`src/rtl/pc_pkg.sv`:
```
// Shared types for the program-counter sequencer.
// PC/index widths, FSM state encoding and the PC type.
package pc_pkg;

  localparam int PC_W  = 12;
  localparam int IDX_W = 8;

  typedef enum logic [1:0] {
    IDLE,
    RUN,
    RESOLVE,
    HALTED
  } pc_state_t;

  typedef logic [PC_W-1:0] pc_t;

endpackage

```
`src/rtl/pc_perf_cnt.sv`:
```
// Saturating 16-bit event counter.
// Ports: clk, reset (sync, high), inc (count enable), cnt (value).
module pc_perf_cnt (
  input  logic        clk,
  input  logic        reset,
  input  logic        inc,
  output logic [15:0] cnt
);

  always_ff @(posedge clk) begin
    if (reset)
      cnt <= '0;
    else if (inc && cnt != 16'hFFFF)
      cnt <= cnt + 16'd1;
  end

endmodule

```
`src/rtl/pc_sequencer.sv`:
```
// Fetch PC sequencer: sequential step, taken branches via external
// offset LUT (1 bubble, flagged by flush), stall, halt and restart.
// Ports: clk, reset (sync, high), start, stall, halt, br_req,
//   br_cond, br_idx -> lut_addr; lut_target (signed offset) in;
//   pc, flush, done out.
// Optional: PC_PERF_CNT_EN adds br_taken_cnt and stall_cnt outputs.
module pc_sequencer
  import pc_pkg::*;
#(
  parameter int D        = PC_W,
  parameter int IW       = IDX_W,
  parameter int START_PC = 0
) (
  input  logic          clk,
  input  logic          reset,
  input  logic          start,
  input  logic          stall,
  input  logic          halt,
  input  logic          br_req,
  input  logic          br_cond,
  input  logic [IW-1:0] br_idx,
  output logic [IW-1:0] lut_addr,
  input  logic [D-1:0]  lut_target,
  output logic [D-1:0]  pc,
`ifdef PC_PERF_CNT_EN
  output logic [15:0]   br_taken_cnt,
  output logic [15:0]   stall_cnt,
`endif
  output logic          flush,
  output logic          done
);

  localparam logic [D-1:0] START = D'(START_PC);

  pc_state_t     state, state_n;
  logic [D-1:0]  pc_n;
  logic [IW-1:0] addr_n;

  always_ff @(posedge clk) begin
    if (reset) begin
      state    <= IDLE;
      pc       <= START;
      lut_addr <= '0;
    end else begin
      state    <= state_n;
      pc       <= pc_n;
      lut_addr <= addr_n;
    end
  end

  always_comb begin
    state_n = state;
    pc_n    = pc;
    addr_n  = lut_addr;
    unique case (state)
      IDLE: begin
        if (start) begin
          state_n = RUN;
          pc_n    = START;
        end
      end
      RUN: begin
        priority case (1'b1)
          halt:  state_n = HALTED;
          stall: ;
          (br_req && br_cond): begin
            addr_n  = br_idx;
            state_n = RESOLVE;
          end
          default: pc_n = pc + 1'b1;
        endcase
      end
      RESOLVE: begin
        // carry is dropped: negative offsets are modular adds
        if (!stall) begin
          pc_n    = pc + lut_target;
          state_n = RUN;
        end
      end
      HALTED: begin
        if (start) begin
          state_n = RUN;
          pc_n    = START;
        end
      end
      default: state_n = IDLE;
    endcase
  end

  assign flush = (state == RESOLVE);
  assign done  = (state == HALTED);

`ifdef PC_PERF_CNT_EN
  logic bt_inc;
  logic st_inc;

  assign bt_inc = (state == RUN) && !halt && !stall
                  && br_req && br_cond;
  assign st_inc = stall
                  && (state == RUN || state == RESOLVE);

  pc_perf_cnt u_bt_cnt (
    .clk   (clk),
    .reset (reset),
    .inc   (bt_inc),
    .cnt   (br_taken_cnt)
  );

  pc_perf_cnt u_st_cnt (
    .clk   (clk),
    .reset (reset),
    .inc   (st_inc),
    .cnt   (stall_cnt)
  );
`endif

endmodule

```
`config.mk`:
```
export PLATFORM = sky130hd
export DESIGN_NAME = pc_sequencer
export DESIGN_NICKNAME = d
export VERILOG_FILES = /design/src/rtl/pc_pkg.sv /design/src/rtl/pc_perf_cnt.sv /design/src/rtl/pc_sequencer.sv
export SDC_FILE = /design/constraint.sdc
export NUM_CORES = 1
export LEC_CHECK = 0
export ABC_CLOCK_PERIOD_IN_PS = 6400
export CAP_MARGIN = 20
export CORE_ASPECT_RATIO = 0.75
export CORE_MARGIN = 1.5
export CORE_UTILIZATION = 48
export CTS_CLUSTER_DIAMETER = 80
export DETAILED_ROUTE_END_ITERATION = 12
export GPL_ROUTABILITY_DRIVEN = 1
export PLACE_DENSITY_LB_ADDON = 0.3
export SLEW_MARGIN = 0
export SYNTH_ARGS = -nofsm -noshare
export SYNTH_HDL_FRONTEND = slang
export SYNTH_SLANG_ARGS = --single-unit
```
`constraint.sdc`:
```
create_clock -name clk -period 6.4 [get_ports clk]
set_input_delay 1.92 -clock clk [delete_from_list [all_inputs] [get_ports clk]]
set_output_delay 1.92 -clock clk [all_outputs]
set_load 0.01 [all_outputs]
```
== After elaboration in Yosys (flattened, before gate mapping) ==
Index checks and enable logic that the tools add are counted.

* $mul: 0
* Reductions and logical operators: 6
* Add/sub/neg operators: 2
* Magnitude comparators: 0
* Div/mod/pow operators: 0
* Equality and inequality tests: 10
* Shift-type cells: 0
* Bitwise logic cells: 2
* Muxes and demuxes: 12

{| class="wikitable"
|+ Operators by type and width
! cell !! number
|-
| $mux W12 || 5
|-
| $pmux W12 S3 || 1
|-
| $add A12 B1 Y12 const B || 1
|-
| $add A12 B12 Y12 || 1
|-
| $mux W2 || 5
|-
| $ne A2 B2 Y1 const B || 4
|-
| $reduce_and A4 Y1 || 2
|-
| $ne A3 B3 Y1 const B || 2
|-
| $pmux W2 S3 || 1
|-
| $reduce_and A5 Y1 || 1
|-
| $eq A2 B2 Y1 const B || 2
|-
| $eq A2 B1 Y1 const B || 1
|-
| $logic_not A2 Y1 || 1
|-
| $ne A2 B1 Y1 const B || 1
|-
| $not A1 Y1 || 2
|-
| $reduce_or A2 Y1 || 1
|-
| $logic_and A1 B1 Y1 || 1
|}

* Logic and storage cells: 35
* RAM bits: 0
* Memories kept: 0
* Output and inout bits: 22
* Bits in latches: 0
* Register bits after elaboration: 22
* Input port bits: 27
* ROM bits: 0

== Logic depth before layout (Yosys ltp) ==
Gate-level depths: netlist of run 1.

* Depth in word-level cells: 5
* Gate-level depth with buffers: 12
* Gate-level depth less buffers: 12

== Least setup slack after synthesis of run 1 ==
OpenSTA, ideal clock, no wires.

* Path kind: input-to-reg
* Start point: in lut_target[0]
* End point: reg pc[8]
* Required time: 6.283 ns
* Cell stages on the path: 10
* Path buffers: 0
* Slack: 2.729 ns
* Arrival time: 3.554 ns
* Setup time: 0.117 ns
* Cell sequence: nand2b_1 ha_1 fa_1 a21oi_2 o21ai_1 a21oi_2 o21bai_1 a21oi_2 xnor2_1 a22o_1

* Word-level cells in the longest chain between the ends: 3

{| class="wikitable"
|+ RTL lines
! item !! line !! text
|-
| from (decl) || pc_sequencer.sv:23 || <nowiki>input logic [D-1:0] lut_target,</nowiki>
|-
| $add A12 B12 Y12 || pc_sequencer.sv:76 || <nowiki>pc_n = pc + lut_target;</nowiki>
|-
| $mux W12 || pc_sequencer.sv:75 || <nowiki>if (!stall) begin</nowiki>
|-
| $pmux W12 S3 || pc_sequencer.sv:55 || <nowiki>unique case (state)</nowiki>
|-
| to (signal assigned) || pc_sequencer.sv:46 || <nowiki>pc <= pc_n;</nowiki>
|-
| to (decl) || pc_sequencer.sv:24 || <nowiki>output logic [D-1:0] pc,</nowiki>
|}

No other way between the ends. The select of a mux whose other input is x is not followed.
A chain may end at the register's enable or synchronous reset.

== Worst setup path after layout of run 1 ==
* Start point: in lut_target[0]
* End point: reg pc[10]

Same word-level chain as after synthesis.

==> impl_metrics.py, run 1 <==
metrics = {
    "status": {
        "outcome": "completed",
    },
    "pwr": {
        "p_comb_frac": 0.342,
        "power_frac_seq": 0.356,
        "p_per_area_nw_per_um2": 219,
        "switching_power_mw": 0.135,
        "power.internal_mw": 0.300,
        "p_clk_frac": 0.302,
        "p_sw_frac": 0.311,
        "vdd_drop_max_v": 0.000121,
        "leakage_nw": 0.805,
    },
    "worst_setup_path": {
        "criticalPathCategory": "primary input to flop",
        "required_ns": 6.57,
        "path_max_fanout": 3,
        "startpoint_type": "primary input",
        "rr_worst_depth": 11,
        "cp.arrival_ns": 4.17,
        "r2r_start": "state[1]$_SDFFE_PP0P_",
        "startpoint": "lut_target[0]",
        "end_kind": "flop",
    },
    "global_routing": {
        "antenna_found_initial": 0,
        "grt_max_degree": 20,
        "grt_overflow": 0,
        "grt_pass1_vias": 1275,
        "grtUsageMet2": 0.393,
        "track_usage": 0.223,
        "grt_pass1_wl_um": 5690,
        "grtUsageMet3": 0.0411,
        "top_usage_layer": "met2",
        "met1_usage": 0.284,
    },
    "final_layout": {
        "drive_gt1_frac": 0.0813,
        "area_delta_synth_final_pct": 41.2,
        "n_antenna_cell": 0,
        "instances_no_fill": 245,
        "fin_nets": 252,
    },
    "drt": {
        "finalWirelength_um": 3420,
        "ant_nets": 0,
        "drt_iter0_markers": 76,
        "drc_errors": 0,
        "dr.pass1.iters": 6,
        "vias": 1325,
        "wire_per_inst_um": 13.9,
        "routed_via_density": 5.41,
    },
    "hold_path": {
        "worstHoldStart": "pc[11]$_SDFFE_PP0P_",
        "holdPathStages": 2,
        "min_path_type": "flop to flop",
    },
    "clock_network": {
        "cts_hold_buf": 0,
        "ctsHtreeMaxLevel": 1,
        "cts.sinks": 22,
        "cts_resized": 0,
        "cts_tree": "yes",
        "clock-root-buffer": "clkbuf_8",
        "clkLatencyLatePin_ns": 0.27,
        "clk_path_buf_depth": 2,
        "post_cts_buffers": 0,
        "clkTransAtPathRegs_ns": 0.08,
        "numCtsBuffers": 3,
    },
    "timing": {
        "fin_crit_sh": 0.626,
        "slew_violations": 0,
        "hold_viol": 0,
        "holdWs_ns": 0.478,
        "tightestPinTransition_ns": 0.790,
        "setup_viol": 0,
        "fmax_mhz": 250,
        "fin_tns_setup_ns": 0,
        "post-route-min-period_ns": 4.00,
        "fin_skew_ns": 0.00451,
        "rsz0062_at_grt": "false",
        "worst_slew_margin_rel": 0.470,
    },
    "placed_design": {
        "dp_hpwl_um": 2640,
        "gp_congestion": 0.896,
        "io_buffers": 48,
        "placed_cells": 241,
    },
    "logic_synthesis": {
        "syn_nets": 203,
        "ys_seq_area_frac": 0.312,
        "synth_area_um2": 1410,
        "synthArstFlopShare": 0,
        "synthTopCellsByCount": "dfxtp_1, nor2_1, ha_1",
        "synth_top_cell_by_area": "dfxtp_1",
        "ys_types": 35,
        "yosys_warnings": 0,
        "synthTopCellsByArea": "dfxtp_1, ha_1, nor2_1",
        "syn_avg_cell_area_um2": 8.76,
        "synth_edf_count": 0,
        "ys_ff_latch": 22,
        "synthDominantCellAreaShare": 0.312,
        "synth_ff_type": "dfxtp_1",
        "synthCells": 161,
    },
    "die": {
        "core_area_um2": 2700,
        "start_util": 0.522,
        "rows": 16,
        "die_x_um": 65.6,
        "die_area_um2": 3280,
        "boundaryPins": 49,
        "dieHeight_um": 49.9,
    },
    "job": {
        "drv_cap": 0,
    },
}
[sequential cells by signal, summed over array words and instances, names as in the netlist]
| name | cells |
|---|---|
| pc | 12 |
| lut_addr | 8 |
| state | 2 |
[final timing paths]
path                                            end  slack (ns)
worst max-delay path            pc[10]$_SDFFE_PP0P_        2.40
worst min-delay path            pc[11]$_SDFFE_PP0P_        0.48
worst max register to register  pc[10]$_SDFFE_PP0P_        3.63
worst min register to register  pc[11]$_SDFFE_PP0P_        0.48
[power by group through the flow]
stage | clock network, mW | registers (mW) | logic (mW)
2_1_floorplan | 0 | 0.160 | 0.0939
3_3_place_gp | 0 | 0.157 | 0.144
3_5_place_dp | 0 | 0.158 | 0.148
4_1_cts | 0.134 | 0.155 | 0.149
5_1_grt | 0.140 | 0.157 | 0.165
6_report | 0.132 | 0.155 | 0.149
[area by class of cell]
cell class | instances | area [um^2]
Inverter | 5 | 18.8
Clock inverter | 1 | 30.0
Multi-Input combinational cell | 130 | 935
Fill cell | 222 | 712
Tap cell | 36 | 45.0
Sequential cell | 22 | 440
Timing Repair Buffer | 48 | 480
Clock buffer | 3 | 41.3
[critical path: stages]
cell and delay, ns:
clkdlybuf4s50_1 0.40, nand2b_1 0.14, ha_1 0.22, fa_1 0.42
a21oi_2 0.20, o21ai_1 0.10, a21oi_2 0.23, o31ai_2 0.10
a21oi_2 0.16, xnor2_1 0.08, a22o_1 0.19
[layer usage]
metal	routed length, um	vias to the layer above
met4	22	0
met2	1630	54
li1	-	661
met3	234	2
met5	0	-
met1	1530	608
[cell usage in the layout (no fill, tap or decap), drive strengths merged]
| master | netlist | final |
|---|---|---|
| o21bai | 2 | 2 |
| a22oi | 4 | 4 |
| nand3 | 2 | 2 |
| nor2b | 2 | 2 |
| and2 | 11 | 11 |
| o41ai | 1 | 1 |
| xnor2 | 8 | 8 |
| nor3b | 2 | 2 |
| a22o | 4 | 4 |
| a21o | 3 | 3 |
| clkbuf | 3 | 3 |
| nand2 | 8 | 8 |
| a211oi | 1 | 1 |
| a21oi | 18 | 18 |
| nand4 | 2 | 2 |
| ha | 14 | 14 |
| nor3 | 4 | 4 |
| o22ai | 1 | 1 |
| nor2 | 23 | 23 |
| dfxtp | 22 | 22 |
| nand3b | 1 | 1 |
| mux2i | 8 | 8 |
| nand2b | 3 | 3 |
| bufinv | 0 | 1 |
| clkdlybuf4s50 | 0 | 48 |
| o21ai | 4 | 4 |
| fa | 1 | 1 |
| o31ai | 1 | 1 |
| xor2 | 2 | 2 |
| inv | 5 | 5 |
[cell families after synthesis]
| group | share of synthesized area |
|---|---|
| AO/OA/AOI/OAI | 0.201 |
| XOR/XNOR | 0.0621 |
| adder cells (fa/ha/maj) | 0.138 |
| buffers and inverters | 0.0248 |
| flip-flops | 0.312 |
| multiplexers | 0.0568 |
| AND/OR/NAND/NOR | 0.205 |
[stage by stage]
step	utilization	total power [mW]	setup WS, ns	area [um^2]
finish	0.737	0.436	2.40	1990
floorplan	-	0.254	2.73	1410
global placement	0.710	0.302	2.22	1920
global route	0.737	0.462	2.26	1990
detailed placement	0.710	0.306	2.13	1920
CTS	0.737	0.438	2.38	1990
Note: power is estimated with default switching activity, not from simulation.
==> inputs of run 2 (changes only) <==
Settings changed: ABC_CLOCK_PERIOD_IN_PS 6400 to 3400, CORE_UTILIZATION 48 to 41.
Clock period 6.4 ns to 3.4 ns, I/O delays scaled along.
==> impl_metrics.py, run 2 (same netlist as run 1, synthesis figures left out) <==
metrics = {
    "final_layout": {
        "fin_nets": 254,
        "final_common_cell": "clkdlybuf4s50_1",
        "mostFrequentLayoutCells": "clkdlybuf4s50_1, nor2_1, dfxtp_1",
        "area_delta_synth_final_pct": 41.4,
        "drive_gt1_frac": 0.0900,
        "regMostFlops": "pc",
        "top_regs": "pc: 12 flops, lut_addr: 8 flops, state: 2 flops",
        "largest_reg_flops": 12,
        "n_antenna_cell": 0,
    },
    "clock_network": {
        "cts_tree": "yes",
        "cts_resized": 0,
        "post_cts_buffers": 0,
        "clkTransAtPathRegs_ns": 0.08,
        "clock-root-buffer": "clkbuf_8",
        "numCtsBuffers": 3,
        "clk_path_buf_depth": 2,
        "cts_hold_buf": 0,
        "ctsHtreeMaxLevel": 1,
        "cts.sinks": 22,
        "clkLatencyLatePin_ns": 0.26,
    },
    "status": {
        "outcome": "completed",
    },
    "hold_path": {
        "min_path_type": "flop to flop",
    },
    "drt": {
        "finalWirelength_um": 3550,
        "drc_errors": 0,
        "vias": 1334,
        "routed_via_density": 5.31,
        "ant_nets": 0,
        "wire_per_inst_um": 14.1,
        "dr.pass1.iters": 4,
        "drt_iter0_markers": 94,
    },
    "global_routing": {
        "grt_pass1_vias": 1288,
        "grt_pass1_wl_um": 5750,
        "antenna_found_initial": 0,
        "grt_max_degree": 19,
        "grt_overflow": 0,
        "track_usage": 0.193,
    },
    "die": {
        "rows": 18,
        "die_area_um2": 3800,
        "die_x_um": 70.7,
        "dieHeight_um": 53.8,
        "start_util": 0.429,
        "core_area_um2": 3290,
        "boundaryPins": 49,
    },
    "worst_setup_path": {
        "cp.arrival_ns": 3.24,
        "criticalPathCategory": "primary input to flop",
        "crit_chain": "clkdlybuf4s50_1 -> nand2b_1 -> ha_1 -> fa_1 -> a21oi_2 -> o21ai_1 -> a21oi_2 -> o31ai_2 -> a21oi_2 -> xnor2_1 -> a22o_1",
        "path_max_fanout": 3,
        "end_kind": "flop",
        "crit_path_top_delay_cell": "fa_1",
        "required_ns": 3.55,
        "crit_path_frequent_cell": "a21oi_2",
        "critPathMaxStageDelay_ns": 0.42,
        "startpoint_type": "primary input",
    },
    "timing": {
        "holdWs_ns": 0.481,
        "post-route-min-period_ns": 3.09,
        "worst_slew_margin_rel": 0.497,
        "tightestPinTransition_ns": 0.749,
        "fin_skew_ns": 0.00242,
        "slew_violations": 0,
        "fmax_mhz": 324,
        "fin_crit_sh": 0.908,
        "rsz0062_at_grt": "false",
        "setup_viol": 0,
        "hold_viol": 0,
        "fin_tns_setup_ns": 0,
    },
    "placed_design": {
        "io_buffers": 48,
        "dp_hpwl_um": 2660,
        "gp_congestion": 0.781,
    },
    "pwr": {
        "power.internal_mw": 0.518,
        "p_clk_frac": 0.240,
        "p_comb_frac": 0.382,
        "leakage_nw": 0.807,
        "p_sw_frac": 0.330,
        "vdd_drop_max_v": 0.000219,
        "power_frac_seq": 0.377,
        "p_per_area_nw_per_um2": 388,
        "switching_power_mw": 0.255,
    },
    "job": {
        "drv_cap": 0,
    },
}
==> run 2: power by group through the flow <==
stage	registers, mW	logic (mW)	clock network, mW
after floorplan	0.301	0.177	0
after global placement	0.296	0.278	0
after detailed placement	0.298	0.290	0
after CTS	0.292	0.294	0.194
after global routing	0.295	0.323	0.206
final	0.292	0.296	0.186
==> run 2: critical path: cells and delay by family <==
kind	cells	cell delay (ns)
AOI/OAI and AO/OA	6	0.95
xor gates and xnor gates	1	0.09
adders and majority gates	2	0.65
buffers and inverters	1	0.40
and+or+nand+nor	1	0.15
==> run 2: final cells by class <==
cell class | count | area (um^2)
tap | 40 | 50.0
multi-input combinational | 130 | 935
fill | 294 | 1290
clock buffer | 4 | 55.1
sequential | 22 | 440
timing repair buffer | 50 | 495
inverter | 5 | 18.8
==> run 2: path summary, 6_finish.rpt <==
check                         from             endpoint  slack, ns  depth (start not counted)
max                  lut_target[0]  pc[10]$_SDFFE_PP0P_       0.31                         11
min            pc[11]$_SDFFE_PP0P_  pc[11]$_SDFFE_PP0P_       0.48                          2
max reg2reg  state[1]$_SDFFE_PP0P_  pc[10]$_SDFFE_PP0P_       0.62                         11
min reg2reg    pc[11]$_SDFFE_PP0P_  pc[11]$_SDFFE_PP0P_       0.48                          2
==> run 2: stage by stage <==
| stage | std cells | util | total power [mW] | setup slack [ns] | area (um^2) |
|---|---|---|---|---|---|
| after floorplan | 161 | - | 0.477 | 0.629 | 1410 |
| after global placement | 247 | 0.590 | 0.574 | 0.108 | 1940 |
| after detailed placement | 247 | 0.590 | 0.588 | 0.0534 | 1940 |
| after CTS | 251 | 0.607 | 0.780 | 0.325 | 1990 |
| after global routing | 251 | 0.607 | 0.824 | 0.192 | 1990 |
| final | 251 | 0.607 | 0.773 | 0.313 | 1990 |
==> run 2: per-layer routing <==
layer  track usage  vias to the layer above  part of all wire
met5             0                        -                 0
met4        0.0535                        0            0.0039
met3        0.0431                        2             0.051
met2         0.340                       41              0.48
met1         0.242                      626              0.46
li1              -                      665                 -
==> edit 1, RTL diff (config.mk and constraints of run 1) <==
Set the package constant `PC_W` to 6 (it was 12).
--- a/src/rtl/pc_pkg.sv
+++ b/src/rtl/pc_pkg.sv
@@ -3,5 +3,5 @@
 package pc_pkg;
 
-  localparam int PC_W  = 12;
+  localparam int PC_W  = 6;
   localparam int IDX_W = 8;
 
Interface: changed (resized lut_target and pc); port bits go from 49 to 37. No check against the original RTL was run, so the function may have changed too.
==> edit 1 against run 1 <==
Sequential cell count fell by 6. Cell count fell by 34%. Sequential power fell by 30%. Wire length fell by 35%. Power fell by 43%. Final area fell by 32%. Via count fell by 34%. Global-route usage rose by 0.23 points. Synthesized cell count fell by 35%. Setup slack improved by 190 ps. Maximum frequency rose by 5.1%. First-iteration DRC count fell by 80%. Area after synthesis fell by 33%. Critical path type unchanged.
==> edit 1: results (changes against run 1) <==
stage,metric,value,unit,change
synth,netlist_top_cells_count,"16 x dfxtp_1, 15 x nor2_1, 8 x ha_1, 8 x mux2i_1, 8 x nand2_1",,
cts,h-tree-depth,1,,unchanged
final_layout,drive_above_1_share,7.143,%,-0.99 points
global_routing,antenna_found_initial,0,,unchanged
synth,syn_inst,104,,-35%
pwr,p_leak,0.0005148,uW,-36%
global_routing,grt_pass1_wl,3498,um,-39%
setup_path,worst_path_largest_cell_delay,410,ps,
route,route.vias.total,881,,-34%
route,drtIter0Drc,15,,-80%
placed_design,placedCellCount,158,,-34%
final_layout,nNetsFinal,171,,-32%
route,first_pass_iters,4,,-2
synth,yosysSeqAreaShare,33.95,%,+2.7 points
route,routed_via_density,5.438,,+0.56%
pwr,sw_frac_of_total,29.42,%,-1.7 points
sta,drv_slew,0,,unchanged
setup_path,crit_fanout,3,,unchanged
global_routing,grt_usage,22.48,%,+0.23 points
cts,path_clk_slew,100,ps,+20 ps
sta,tightest_slew,826.5,ps,+36.92 ps
synth,async_flop_share,0,%,unchanged
synth,ys.flop_type,dfxtp_1,,
synth,synth.top_cells.by_area,"dfxtp_1 34%, ha_1 11%, mux2i_1 8.5%, nor2_1 6.0%, a21oi_1 3.7%",,
setup_path,startpoint,lut_target[0],,
synth,ys_warn_count,0,,unchanged
setup_path,r2r-start,state[0]$_SDFFE_PP0P_,,
hold_path,hold_path_startpoint,pc[4]$_SDFFE_PP0P_,,
route,wl,2203,um,-35%
placed_design,place_congestion,0.8105,,-9.5%
global_routing,grt_max_degree,17,,-15%
placed_design,portBuffers,36,,-25%
pwr,switchingPower,72.63,uW,-46%
hold_path,holdCritPathClass,flip-flop to flip-flop,,
final_layout,nFillCells,139,,-37%
global_routing,grt_pass1_vias,790,,-38%
run_status,status,completed,,
setup_path,critPathArrivalTime,4030,ps,-140 ps
cts,cts_setup_buffers,0,,unchanged
synth,ys_types,36,,+2.9%
cts,cts_resized,0,,unchanged
sta,fin_skew,2.392,ps,-2.117 ps
placed_design,dpl.hpwl,1697,um,-36%
final_layout,reg.largest.list,"lut_addr: 8 flops, pc: 6 flops, state: 2 flops",,
final_layout,largest_register_ff_count,8,,-4
synth,syn_nets,134,,-34%
cts,cts.path.max_buffers,2,,unchanged
cts,insertion_delay,290,ps,+20 ps
final_layout,antenna_cells,0,,unchanged
cts,cts-root-buf,clkbuf_4,,
pwr,ir_drop,159.0,uV,+32%
==> edit 1: cell count changes in the layout (fill, tap and decap cells not counted), sizes merged, moves of 6 or more <==
cell                  run 1  this run
xnor2                     8         1
and2                     11         5
nor2                     23        15
dfxtp                    22        16
a21oi                    18         7
clkdlybuf4s50            48        36
ha                       14         8
==> edit 1: area by class of cell <==
cell class	count	area, sq um	area share, %
Tap cell	22	27.53	2.047
Multi-Input combinational cell	81	589.3	43.81
Clock buffer	4	36.28	2.698
Sequential cell	16	320.3	23.81
Inverter	3	11.26	0.8372
Timing Repair Buffer	36	360.3	26.79
==> edit 1: logic make-up after synthesis <==
kind of cell / Yosys count / synth area share [%]
AND/OR/NAND/NOR: 42 / 24.80
flip-flops: 16 / 33.95
buffers and inverters: 7 / 3.581
AO/OA/AOI/OAI: 20 / 14.59
XOR/XNOR: 2 / 1.857
adder cells (fa/ha/maj): 9 / 12.73
multiplexers: 8 / 8.488
==> edit 1: power by group through the flow <==
stage	sequential, uW	clock (uW)	combinational (uW)
finish	109	68.6	69.4
global placement	111	0	66.8
global route	110	75.7	77.8
floorplan	112	0	40.7
detailed placement	111	0	69.2
CTS	109	70.6	69.7
==> edit 1: critical path: cells and delay by family <==
family | cells | cell delay, ps
AO/OA/AOI/OAI | 3 | 480
AND/OR/NAND/NOR | 2 | 530
adder cells (fa/ha/maj) | 2 | 640
buffers and inverters | 1 | 390
XOR/XNOR | 1 | 80
==> edit 1: path summary, 6_finish.rpt <==
path / to / slack (ps) / depth (start not counted)
hold reg to reg: pc[4]$_SDFFE_PP0P_ / 490 / 2
hold / removal: pc[4]$_SDFFE_PP0P_ / 490 / 2
setup reg to reg: pc[4]$_SDFFE_PP0P_ / 3810 / 10
setup / recovery: pc[4]$_SDFFE_PP0P_ / 2590 / 9
==> edit 1: per-stage QoR <==
stage	area [sq um]	setup slack, ps
6_report	1345	2589
5_1_grt	1345	2500
4_1_cts	1345	2592
2_1_floorplan	943.4	2785
3_5_place_dp	1309	2288
3_3_place_gp	1309	2320
==> edit 1: per-layer routing <==
layer / GRT usage, % / wire, um / vias to the layer above
met5: 0 / 0 / -
met4: 9.375 / 40 / 0
met3: 8.214 / 179 / 7
met2: 34.34 / 948 / 34
met1: 28.88 / 1034 / 399
li1: - / - / 441
==> edit 2, RTL diff (config.mk and constraints of run 1) <==
Without the edit above. `lut_addr` no longer has a reset.
--- a/src/rtl/pc_sequencer.sv
+++ b/src/rtl/pc_sequencer.sv
@@ -41,10 +41,12 @@
       state    <= IDLE;
       pc       <= START;
-      lut_addr <= '0;
     end else begin
       state    <= state_n;
       pc       <= pc_n;
-      lut_addr <= addr_n;
     end
+  end
+
+  always_ff @(posedge clk) begin
+    lut_addr <= addr_n;
   end
 
Function: differs if reset is asserted again (counterexample within 4 cycles, from zero or initial values and one cycle with reset high); with reset held inactive, the same outputs for 10 cycles.
==> edit 2 against run 1 <==
Register-to-register slack lost 280 ps. Wire length rose by 0.12%. Area after synthesis down 2.0%. Final area shrank 3.3%. Sequential cell count did not move. Combinational power down 32%. Setup slack got worse by 190 ps. Power decreased by 18%. Non-clock buffer count increased by 1. Largest power group unchanged.
==> edit 2: results (changes against run 1) <==
stage,metric,value,unit,change
placed_design,pre_cts_ws,1940,ps,-189.0 ps
synth,syn_inst,144,,-11%
route,route.vias.total,1266,,-4.5%
sta,fin_skew,5.390,ps,+0.8814 ps
cts,h-tree-depth,1,,unchanged
global_routing,grt_pass1_vias,1217,,-4.5%
final_layout,reg.largest.list,"pc: 12 flops, lut_addr: 8 flops, state: 2 flops",,
placed_design,portBuffers,48,,unchanged
synth,ys_types,36,,+2.9%
placed_design,placedCellCount,222,,-7.9%
placed_design,dpl.hpwl,2558,um,-3.1%
synth,yosysSeqAreaShare,37.65,%,+6.4 points
synth,synth_edf_count,8,,+8
setup_path,reg2reg_slack,3350,ps,-280 ps
setup_path,path_delay_family,compound AO/OA/AOI/OAI gates,,
setup_path,worst_path_largest_cell_delay,420,ps,about the same
pwr,ir_drop,160.0,uV,+33%
synth,synth.top_cells.by_area,"dfxtp_1 20%, edfxtp_1 17%, ha_1 13%, a21oi_1 6.5%, xnor2_1 6.3%",,
global_routing,grt_usage,21.23,%,-1.0 points
sta,fin_hold_ws,494.0,ps,+15.81 ps
placed_design,placed_cell_area,0.001864,sq mm,-2.9%
synth,netlist_top_cells_count,"18 x a21oi_1, 14 x dfxtp_1, 14 x ha_1",,
cts,cts_buffers,3,,unchanged
synth,async_flop_share,0,%,unchanged
pwr,p_leak,0.0007940,uW,-1.3%
final_layout,antenna_cells,0,,unchanged
run_status,status,completed,,
final_layout,finalNonFillerCells,227,,-7.3%
synth,ys.flop_type,dfxtp_1,,
setup_path,critPathArrivalTime,4380,ps,+210 ps
synth,syn_nets,186,,-8.4%
global_routing,grt_max_degree,16,,-20%
placed_design,place_congestion,0.9210,,+2.8%
route,drtIter0Drc,77,,+1.3%
global_routing,grt_pass1_wl,5368,um,-5.7%
sta,tightest_slew,722.3,ps,-67.26 ps
hold_path,holdCritPathClass,flip-flop to flip-flop,,
cts,cts-root-buf,clkbuf_8,,
final_layout,drive_above_1_share,4.712,%,-3.4 points
final_layout,multi_input_area,799.5,sq um,-14%
route,wl_per_cell,15.06,um,+8.1%
route,first_pass_iters,4,,-2
synth,ys_warn_count,0,,unchanged
sta,fmax,238.7,MHz,-4.4%
setup_path,crit_fanout,3,,unchanged
final_layout,nFillCells,212,,-4.5%
## edit 2: layout make-up
type                    count  share of cell area, %
well taps                  36                  2.341
flip-flops and latches     22                  27.05
inverters                   5                 0.9753
multi-input cells         111                  41.55
clock buffers               4                  2.861
repair buffers             49                  25.23
## edit 2: routing by layer
metal  vias up  GRT usage (%)  share of wire (%)
li1        617              -                  -
met1       580          30.47                 45
met2        67          33.68                 46
met3         2          4.338                8.6
met4         0          3.546               0.56
met5         -              0                  0
## edit 2: logic make-up after synthesis
| logic type | synth area share [%] |
|---|---|
| AND/OR/NAND/NOR | 17.10 |
| AO/OA/AOI/OAI | 20.27 |
| flip-flops | 37.65 |
| adder cells (fa/ha/maj) | 14.12 |
| buffers and inverters | 4.525 |
| XOR/XNOR | 6.335 |
## edit 2: worst min-delay path: cells and delay by family (launching register included)
family / cells / cell delay (ps)
AO/OA/AOI/OAI: 1 / 70
buffers and inverters: 1 / 70
flip-flops: 1 / 320
## edit 2: path summary, 6_finish.rpt
| check | to | depth (start not counted) | from |
|---|---|---|---|
| hold / removal | pc[11]$_SDFFE_PP0P_ | 2 | pc[11]$_SDFFE_PP0P_ |
| setup / recovery | pc[6]$_SDFFE_PP0P_ | 11 | lut_target[0] |
| setup reg to reg | pc[6]$_SDFFE_PP0P_ | 11 | state[1]$_SDFFE_PP0P_ |
| hold reg to reg | pc[11]$_SDFFE_PP0P_ | 2 | pc[11]$_SDFFE_PP0P_ |
## edit 2: where the power goes
| part | internal (uW) | switching (uW) | leakage, uW |
|---|---|---|---|
| clock network | 54.9 | 46.0 | 0.0000288 |
| registers | 151 | 5.95 | 0.000186 |
| logic | 49.2 | 51.8 | 0.000580 |
| total | 255 | 104 | 0.000794 |
